<file path="src/rtl/ap_pkg.sv">
// Shared definitions for the AP program sequencer:
// opcodes, ISA field widths and sequencer state encoding.
package ap_pkg;

    localparam int OPC_W = 4;
    localparam int ISA_W = 30;

    localparam logic [OPC_W-1:0] INS_VALID_ALL = '1;

    localparam logic [OPC_W-1:0] OP_RESET    = 4'd0;
    localparam logic [OPC_W-1:0] OP_LOADRBR  = 4'd1;
    localparam logic [OPC_W-1:0] OP_RET      = 4'd2;
    localparam logic [OPC_W-1:0] OP_LOADR    = 4'd3;
    localparam logic [OPC_W-1:0] OP_STORER   = 4'd4;
    localparam logic [OPC_W-1:0] OP_STORERBR = 4'd5;
    localparam logic [OPC_W-1:0] OP_ADD      = 4'd6;
    localparam logic [OPC_W-1:0] OP_SUB      = 4'd7;
    localparam logic [OPC_W-1:0] OP_MUL      = 4'd8;
    localparam logic [OPC_W-1:0] OP_DIV      = 4'd9;
    localparam logic [OPC_W-1:0] OP_AND      = 4'd10;
    localparam logic [OPC_W-1:0] OP_OR       = 4'd11;
    localparam logic [OPC_W-1:0] OP_XOR      = 4'd12;
    localparam logic [OPC_W-1:0] OP_SHL      = 4'd13;
    localparam logic [OPC_W-1:0] OP_SHR      = 4'd14;
    localparam logic [OPC_W-1:0] OP_ABS      = 4'd15;

    typedef enum logic [2:0] {
        S_IDLE,
        S_FETCH,
        S_WAIT,
        S_DECODE,
        S_ISSUE,
        S_HALT
    } seq_state_e;

endpackage

</file>
<file path="src/rtl/pc_ret_stack.sv">
// Return-address LIFO for interrupt entry/return.
// Push and pop are never requested in the same cycle.
module pc_ret_stack #(
    parameter int DEPTH = 4,
    parameter int WIDTH = 16,
    parameter int SPW   = $clog2(DEPTH + 1)
) (
    input  logic             clk,
    input  logic             rst,
    input  logic             clr,
    input  logic             push,
    input  logic             pop,
    input  logic [WIDTH-1:0] din,
    output logic [WIDTH-1:0] top,
    output logic             full,
    output logic             empty,
    output logic [SPW-1:0]   sp
);

    localparam int IDXW = (DEPTH > 1) ? $clog2(DEPTH) : 1;
    localparam logic [SPW-1:0] SP_FULL = SPW'(DEPTH);

    logic [WIDTH-1:0] mem [DEPTH];
    logic [SPW-1:0]   sp_dec;

    assign sp_dec = sp - 1'b1;
    assign top    = mem[sp_dec[IDXW-1:0]];
    assign full   = (sp == SP_FULL);
    assign empty  = (sp == '0);

    // Stack pointer: cleared on restart, moves on accepted push/pop.
    always_ff @(posedge clk or posedge rst) begin
        if (rst) begin
            sp <= '0;
        end else if (clr) begin
            sp <= '0;
        end else if (push && !full) begin
            sp <= sp + 1'b1;
        end else if (pop && !empty) begin
            sp <= sp_dec;
        end
    end

    // Entry storage; contents are only meaningful below sp.
    always_ff @(posedge clk) begin
        if (push && !full && !clr) begin
            mem[sp[IDXW-1:0]] <= din;
        end
    end

endmodule

</file>
<file path="src/rtl/ap_pc_seq.sv">
// Program sequencer between ins_cache and the AP controller:
// fetch, decode of RET, issue handshake and interrupt entry.
module ap_pc_seq
    import ap_pkg::*;
#(
    parameter int          ADDR_WIDTH_MEM  = 16,
    parameter int          OPCODE_WIDTH    = OPC_W,
    parameter int          ISA_WIDTH       = ISA_W,
    parameter int          TOTAL_ISA_DEPTH = 128,
    parameter int unsigned INT_BASE        = 32'h8000,
    parameter int          STACK_DEPTH     = 4
) (
    input  logic                      clk,
    input  logic                      rst,
    input  logic                      start,
    output logic                      done,
    output logic [ADDR_WIDTH_MEM-1:0] addr_ins,
    input  logic                      ins_cache_rdy,
    input  logic [OPCODE_WIDTH-1:0]   ins_valid,
    input  logic [ISA_WIDTH-1:0]      instruction,
    output logic [ISA_WIDTH-1:0]      ins_out,
    output logic                      ins_out_valid,
    input  logic                      ins_out_ready,
    input  logic                      int_req,
    output logic                      int_ack,
    output logic                      stack_ovf
);

    localparam int AW  = ADDR_WIDTH_MEM;
    localparam int SPW = $clog2(STACK_DEPTH + 1);

    localparam logic [AW-1:0]  PC_FIRST = AW'(1);
    localparam logic [AW-1:0]  PC_LAST  = AW'(TOTAL_ISA_DEPTH);
    localparam logic [AW-1:0]  PC_INT   = AW'(INT_BASE);
    localparam logic [SPW-1:0] SP_FULL  = SPW'(STACK_DEPTH);

    seq_state_e state, state_n;

    logic [AW-1:0]           pc, pc_n, pc_inc, addr_n;
    logic [ISA_WIDTH-1:0]    ins_q, ins_q_n, ins_out_n;
    logic                    ins_out_valid_n, int_ack_n, stack_ovf_n;
    logic [OPCODE_WIDTH-1:0] opcode;
    logic                    cache_idle, ins_hit, is_ret;
    logic                    stk_clr, stk_push, stk_pop;
    logic                    stk_full, stk_empty;
    logic [AW-1:0]           stk_top;
    logic [SPW-1:0]          stk_sp;

    assign pc_inc     = pc + 1'b1;
    assign opcode     = ins_q[ISA_WIDTH-1 -: OPCODE_WIDTH];
    assign is_ret     = (opcode == OPCODE_WIDTH'(OP_RET));
    assign cache_idle = ins_cache_rdy && (ins_valid == '0);
    assign ins_hit    = (ins_valid == '1);
    assign done       = (state == S_HALT);

    pc_ret_stack #(
        .DEPTH (STACK_DEPTH),
        .WIDTH (AW),
        .SPW   (SPW)
    ) u_stack (
        .clk   (clk),
        .rst   (rst),
        .clr   (stk_clr),
        .push  (stk_push),
        .pop   (stk_pop),
        .din   (pc_inc),
        .top   (stk_top),
        .full  (stk_full),
        .empty (stk_empty),
        .sp    (stk_sp)
    );

    // Next-state, next-pc and handshake outputs.
    always_comb begin
        state_n         = state;
        pc_n            = pc;
        addr_n          = addr_ins;
        ins_q_n         = ins_q;
        ins_out_n       = ins_out;
        ins_out_valid_n = ins_out_valid;
        int_ack_n       = 1'b0;
        stack_ovf_n     = stack_ovf;
        stk_clr         = 1'b0;
        stk_push        = 1'b0;
        stk_pop         = 1'b0;
        unique case (state)
            S_IDLE, S_HALT: begin
                if (start) begin
                    pc_n        = PC_FIRST;
                    stk_clr     = 1'b1;
                    stack_ovf_n = 1'b0;
                    state_n     = S_FETCH;
                end
            end
            S_FETCH: begin
                if (cache_idle) begin
                    addr_n  = pc;
                    state_n = S_WAIT;
                end
            end
            S_WAIT: begin
                if (ins_hit) begin
                    ins_q_n = instruction;
                    addr_n  = '0;
                    state_n = S_DECODE;
                end
            end
            S_DECODE: begin
                if (is_ret) begin
                    if (!stk_empty) begin
                        stk_pop = 1'b1;
                        pc_n    = stk_top;
                        state_n = (stk_top == '0) ? S_HALT : S_FETCH;
                    end else begin
                        state_n = S_HALT;
                    end
                end else begin
                    ins_out_n       = ins_q;
                    ins_out_valid_n = 1'b1;
                    state_n         = S_ISSUE;
                end
            end
            S_ISSUE: begin
                if (ins_out_ready) begin
                    ins_out_valid_n = 1'b0;
                    if (int_req && !stk_full) begin
                        stk_push  = 1'b1;
                        pc_n      = PC_INT;
                        int_ack_n = 1'b1;
                        state_n   = S_FETCH;
                    end else begin
                        if (int_req && stk_sp == SP_FULL) begin
                            stack_ovf_n = 1'b1;
                        end
                        if (pc == PC_LAST && pc < PC_INT) begin
                            state_n = S_HALT;
                        end else begin
                            pc_n    = pc_inc;
                            state_n = (pc_inc == '0) ? S_HALT : S_FETCH;
                        end
                    end
                end
            end
            default: state_n = S_IDLE;
        endcase
    end

    // State and registered outputs.
    always_ff @(posedge clk or posedge rst) begin
        if (rst) begin
            state         <= S_IDLE;
            pc            <= PC_FIRST;
            addr_ins      <= '0;
            ins_q         <= '0;
            ins_out       <= '0;
            ins_out_valid <= 1'b0;
            int_ack       <= 1'b0;
            stack_ovf     <= 1'b0;
        end else begin
            state         <= state_n;
            pc            <= pc_n;
            addr_ins      <= addr_n;
            ins_q         <= ins_q_n;
            ins_out       <= ins_out_n;
            ins_out_valid <= ins_out_valid_n;
            int_ack       <= int_ack_n;
            stack_ovf     <= stack_ovf_n;
        end
    end

endmodule

</file>
<file path="config.mk">
export PLATFORM = sky130hd
export DESIGN_NAME = ap_pc_seq
export DESIGN_NICKNAME = d
export VERILOG_FILES = /design/src/rtl/ap_pkg.sv /design/src/rtl/pc_ret_stack.sv /design/src/rtl/ap_pc_seq.sv
export SDC_FILE = /design/constraint.sdc
export NUM_CORES = 1
export LEC_CHECK = 0
export CORE_ASPECT_RATIO = 2
export CORE_UTILIZATION = 35
export CTS_CLUSTER_DIAMETER = 30
export DETAILED_ROUTE_END_ITERATION = 10
export PLACE_DENSITY = 0.62
export SKIP_LAST_GASP = 1
export SLEW_MARGIN = 20
export SYNTH_ARGS = -nofsm -noshare
export SYNTH_HDL_FRONTEND = slang
export SYNTH_SLANG_ARGS = --single-unit
</file>
<file path="constraint.sdc">
create_clock -name clk -period 11 [get_ports clk]
set_input_delay 2.75 -clock clk [delete_from_list [all_inputs] [get_ports clk]]
set_output_delay 2.75 -clock clk [all_outputs]
set_load 0.01 [all_outputs]
</file>
; ---- Word-level counts from Yosys, hierarchy flattened
; Memory sizes are Yosys's and may differ from the RTL's.
; Index checks and enable logic that the tools add are counted.
[totals]
ff_bits = 101
wordCells = 104
ram_bits = 64
out_inout_bits = 50
n_memories = 1
[classes]
n_reduce_logical = 28
n_mux = 42
addsub = 3
bitwise = 1
n_eq_ne = 19
magnitude_cmp = 1
[memory_table]
columns = name, depth, word_bits, rd, rd_clocked_by_memory_dff, wr, line
row1 = u_stack.mem, 4, 16, 1, 0, 1, pc_ret_stack.sv:23  ; logic [WIDTH-1:0] mem [DEPTH];
[ops]
columns = cell, n
row1 = $mux 16, 8
row2 = $pmux 16 s3, 1
row3 = $mux 3, 13
row4 = $logic_not 16->1, 2
row5 = $pmux 16 s2, 1
row6 = $ne 2x2->1 const B, 9
row7 = $add 16x1->16 const B, 1
row8 = $eq 16x8->1 const B, 1
row9 = $lt 16x16->1 const B, 1
row10 = $mux 1, 16
row11 = $pmux 3 s5, 1
row12 = $eq 3x3->1 const B, 3
row13 = $logic_and 1x1->1, 7
row14 = $eq 3x2->1 const B, 2
row15 = $logic_not 3->1, 2
row16 = $reduce_and 3->1, 2
row17 = $reduce_and 6->1, 1
row18 = $reduce_bool 2->1, 3
row19 = $reduce_bool 3->1, 2
row20 = $reduce_and 5->1, 1
row21 = $eq 4x2->1 const B, 1
row22 = $eq 4x4->1 const B, 1
row23 = $logic_not 4->1, 1
row24 = $pmux 1 s2, 2
row25 = 9 further kinds, 12

; ---- Depth between registers and ports, before layout
[depth]
word_depth = 10
depth_mapped = 11
depth_no_buf = 8

; ---- Hierarchy
; A second synthesis with hierarchy kept.
[unflattened]
cells_unflattened = 542
area_unflattened_um2 = 7280.7
[modules_own_cells]
columns = module, cells_per_inst, n_inst, seq_area_each_um2, area_each_um2
row1 = ap_pc_seq, 420, 1, 2453.6, 4636.9
row2 = pc_ret_stack, 122, 1, 1996.9, 2643.8

; ---- Least setup slack after synthesis
; Ideal clock, no wire load.
[synth_timing]
path_type = input to register
start = in int_req
end = reg state[2]
setup_ns = 0.092
setup_slack_ns = 6.923
cell_stages = 5
t_required_ns = 10.908
arrival_time_ns = 3.985
cell_sequence = a21bo_2 -> or4_4 -> a2111oi_2 -> nand2b_1 -> o31ai_2
[synth_between]
elab_chain_cells = 4
[synth_lines]
columns = item, line
row1 = from (decl), ap_pc_seq.sv:24  ; input logic int_req,
row2 = $logic_and 1x1->1, ap_pc_seq.sv:126  ; if (int_req && !stk_full) begin
row3 = $mux 3, ap_pc_seq.sv:126
row4 = $mux 3, ap_pc_seq.sv:124  ; if (ins_out_ready) begin
row5 = $pmux 3 s5, ap_pc_seq.sv:86  ; unique case (state)
row6 = to (signal assigned), ap_pc_seq.sv:160  ; state <= state_n;
row7 = to (decl), ap_pc_seq.sv:37  ; seq_state_e state, state_n;
; Every way passes these cells. The select of a mux whose other input is x is not followed.
; A chain may end at the register's enable or synchronous reset.

; ---- Worst setup path in the final report
[layout_timing]
start = reg state[2]
end = out done
[layout_between]
elab_chain_cells = 1
[layout_lines]
columns = item, line
row1 = $eq 3x3->1, ap_pc_seq.sv:54  ; assign done = (state == S_HALT);
row2 = to (decl), ap_pc_seq.sv:16  ; output logic done,
; Every way passes these cells.

==> results.cfg <==
[final_layout]
final_common_cell = nand2_1
fill_cells = 1844
final_nets = 698
final_cell_mix = nand2_1 (136), dfrtp_1 (100), clkdlybuf4s50_1 (89), edfxtp_1 (64), mux2_2 (31)
diodes = 0
syn_to_final_growth_pct = 24.8
drive_gt1_share_pct = 14.2

[logic_synthesis]
synth.yosys.seq_area_share_pct = 62.9
synth-edff-count = 64
async_reset_ff_share_pct = 61.2
syn_inst = 574
yosysWarningCount = 0
ys_ff_latch = 165
synth_ff_type = dfrtp_1
mappedNetlistArea_mm2 = 0.00708
syn_avg_cell_area_um2 = 12.3
synth_cell_type_count = 50
syn-num-nets = 622

[cts]
cts.reportedPaths.clkPinSlew_ps = 60
cts_root_buffer = clkbuf_16
clk_path_buf_depth = 2
post-cts-setup-buffer-count = 0
cts_made_buffers = 17
hold_buffers = 0
cts_resized = 0
cts_sinks = 165
cts_tree = done
cts_max_level = 4
insertion_delay_ps = 420

[sta]
fin_worst_hold_slack_ps = 463
hold_viol = 0
skew_ps = 7.40
period_minus_slack_ps = 4560
finalCritPeriodShare_pct = 41.4
timing.fmax_mhz = 219
finalSetupTns_ps = 0
rsz0062_at_grt = false
worstMarginPinSlew_ps = 867
relSlewSlack_pct = 41.4
finalMaxSlewViolations = 0
setup_viol_count_final = 0

[route]
dr.pass1.iters = 4
wl_per_cell_um = 18.1
drtIter0Drc = 220
vias = 4685
wl_um = 16800
drc_errors = 0
viasPerCell = 5.06
drtAntennaViolNets = 0

[pwr]
clkPwrFrac_pct = 32.2
leakagePower_nw = 3.56
p_int_mw = 1.39
powerDensity_mw_per_mm2 = 226
p_sw_uw = 600
worst_ir_drop_vdd_mv = 0.121
pwr-share-comb_pct = 23.1
pwr-share-seq_pct = 44.7
switching_share_pct = 30.1

[grt]
use_met2_pct = 31.9
use_met1_pct = 17.6
grt.total_usage_pct = 17.5
grt_pass1_wl_um = 27000
grt_max_degree = 85
grt_pass1_vias = 5043
antenna_found_initial = 0
use_met3_pct = 4.23
grt-busiest-layer = met2
overflow = 0

[floorplanning]
fp.dieW_um = 103
die_h_um = 203
num_rows = 73
fp.coreArea_mm2 = 0.0198
initial_utilization_pct = 35.7
die_area_mm2 = 0.0208
ios = 90

[worst_setup_path]
cp-end-kind = output port
required_ps = 8250
startpoint_type = flip-flop
path_max_fanout = 13
crit_arrival_ps = 1810
crit_type = flip-flop to output port
reg2regPathDepth = 7

[run]
max_cap_viol_count = 0

[placed_design]
io_buffers = 89
globalplace.congestion = 0.907
place_hpwl_um = 12300

[min_path]
hold_depth = 2
min_path_type = flip-flop to flip-flop

[run_status]
status = finished, final reports clean
==> worst max-delay path: stages, from the launching register on <==
cell	delay, ps
dfrtp_1	620
and3b_1	230
clkdlybuf4s50_1	530
==> final timing paths <==
kind / start / end / slack (ps)
min in group asynchronous: rst / addr_ins[2] / 2610
min: ins_q[15] / ins_out[15] / 460
max reg2reg: u_stack.sp[0] / state[2] / 7820
max: state[2] / done / 6440
max in group asynchronous: rst / ins_q[16] / 7320
min reg2reg: ins_q[15] / ins_out[15] / 460
==> cells in the mapped netlist (2+ instances only) <==
| cell | instances | share of area [%] |
|---|---|---|
| a21oi_1 | 18 | 1.3 |
| a22o_1 | 6 | 0.74 |
| a22oi_1 | 14 | 1.5 |
| and2_1 | 6 | 0.53 |
| and3_1 | 3 | 0.27 |
| and3b_1 | 3 | 0.37 |
| buf_2 | 13 | 0.92 |
| clkbuf_1 | 22 | 1.2 |
| dfrtp_1 | 100 | 35 |
| edfxtp_1 | 64 | 27 |
| ha_1 | 8 | 1.4 |
| inv_1 | 6 | 0.32 |
| mux2_2 | 31 | 4.9 |
| mux4_2 | 16 | 5.1 |
| nand2_1 | 137 | 7.3 |
| nand2b_1 | 4 | 0.35 |
| nand3_1 | 6 | 0.42 |
| nand4_1 | 6 | 0.53 |
| nor2_1 | 26 | 1.4 |
| nor2b_1 | 2 | 0.18 |
| nor3_1 | 7 | 0.50 |
| nor4_1 | 7 | 0.62 |
| nor4b_1 | 3 | 0.37 |
| o21ai_0 | 18 | 1.3 |
| o22ai_1 | 2 | 0.18 |
| o31ai_1 | 2 | 0.21 |
| or2_2 | 2 | 0.18 |
| or3_1 | 3 | 0.27 |
| xnor2_1 | 12 | 1.5 |
| xor2_1 | 7 | 0.87 |
==> final cells by class <==
class | count | area, um2 | area share (%)
Tap cell | 262 | 328 | 3.71
Multi-Input combinational cell | 367 | 2470 | 27.9
Clock inverter | 13 | 204 | 2.31
Inverter | 6 | 25.0 | 0.283
Timing Repair Buffer | 93 | 925 | 10.5
Sequential cell | 165 | 4450 | 50.4
Clock buffer | 19 | 433 | 4.90
==> registers in the layout (all words and copies together) (netlist names) <==
register / flops
ins_q: 30
u_stack.sp: 3
u_stack.mem: 64
pc: 16
state: 3
stack_ovf: 1
addr_ins: 16
int_ack: 1
ins_out: 30
ins_out_valid: 1
==> per-stage QoR <==
step	utilization, %	instance area [um2]	total power, mW	instances	setup WS [ps]
after floorplan	-	7080	1.12	574	5600
after detailed placement	41.3	8190	1.36	893	6120
after CTS	44.5	8830	2.01	925	6400
after global routing	44.6	8830	2.09	925	6350
after global placement	41.3	8190	1.35	893	6190
final	44.6	8830	1.99	925	6440
==> power by group through the flow <==
| stage | Combinational [mW] | Clock, mW | Sequential, mW |
|---|---|---|---|
| final | 0.461 | 0.642 | 0.891 |
| after global routing | 0.510 | 0.675 | 0.904 |
| after CTS | 0.467 | 0.654 | 0.891 |
| after detailed placement | 0.463 | 0 | 0.901 |
| after global placement | 0.452 | 0 | 0.896 |
| after floorplan | 0.259 | 0 | 0.864 |
==> layer usage <==
metal  vias to the layer above  wire length, um
li1                       2180                -
met2                       134             9370
met5                         -                0
met4                         0              649
met1                      2336             5900
met3                        35              863
==> cells by family (layout without fill, tap and decap cells) <==
kind of cell | after synthesis | in the layout | synth area share [%]
buffers and inverters | 42 | 131 | 2.46
multiplexers | 48 | 48 | 10.2
AO/OA/AOI/OAI | 70 | 70 | 6.47
adder cells (fa/ha/maj) | 8 | 8 | 1.41
XOR/XNOR | 19 | 19 | 2.35
flip-flops | 165 | 165 | 62.9
AND/OR/NAND/NOR | 222 | 222 | 14.2
No activity file was read; power rests on OpenSTA's default activity.
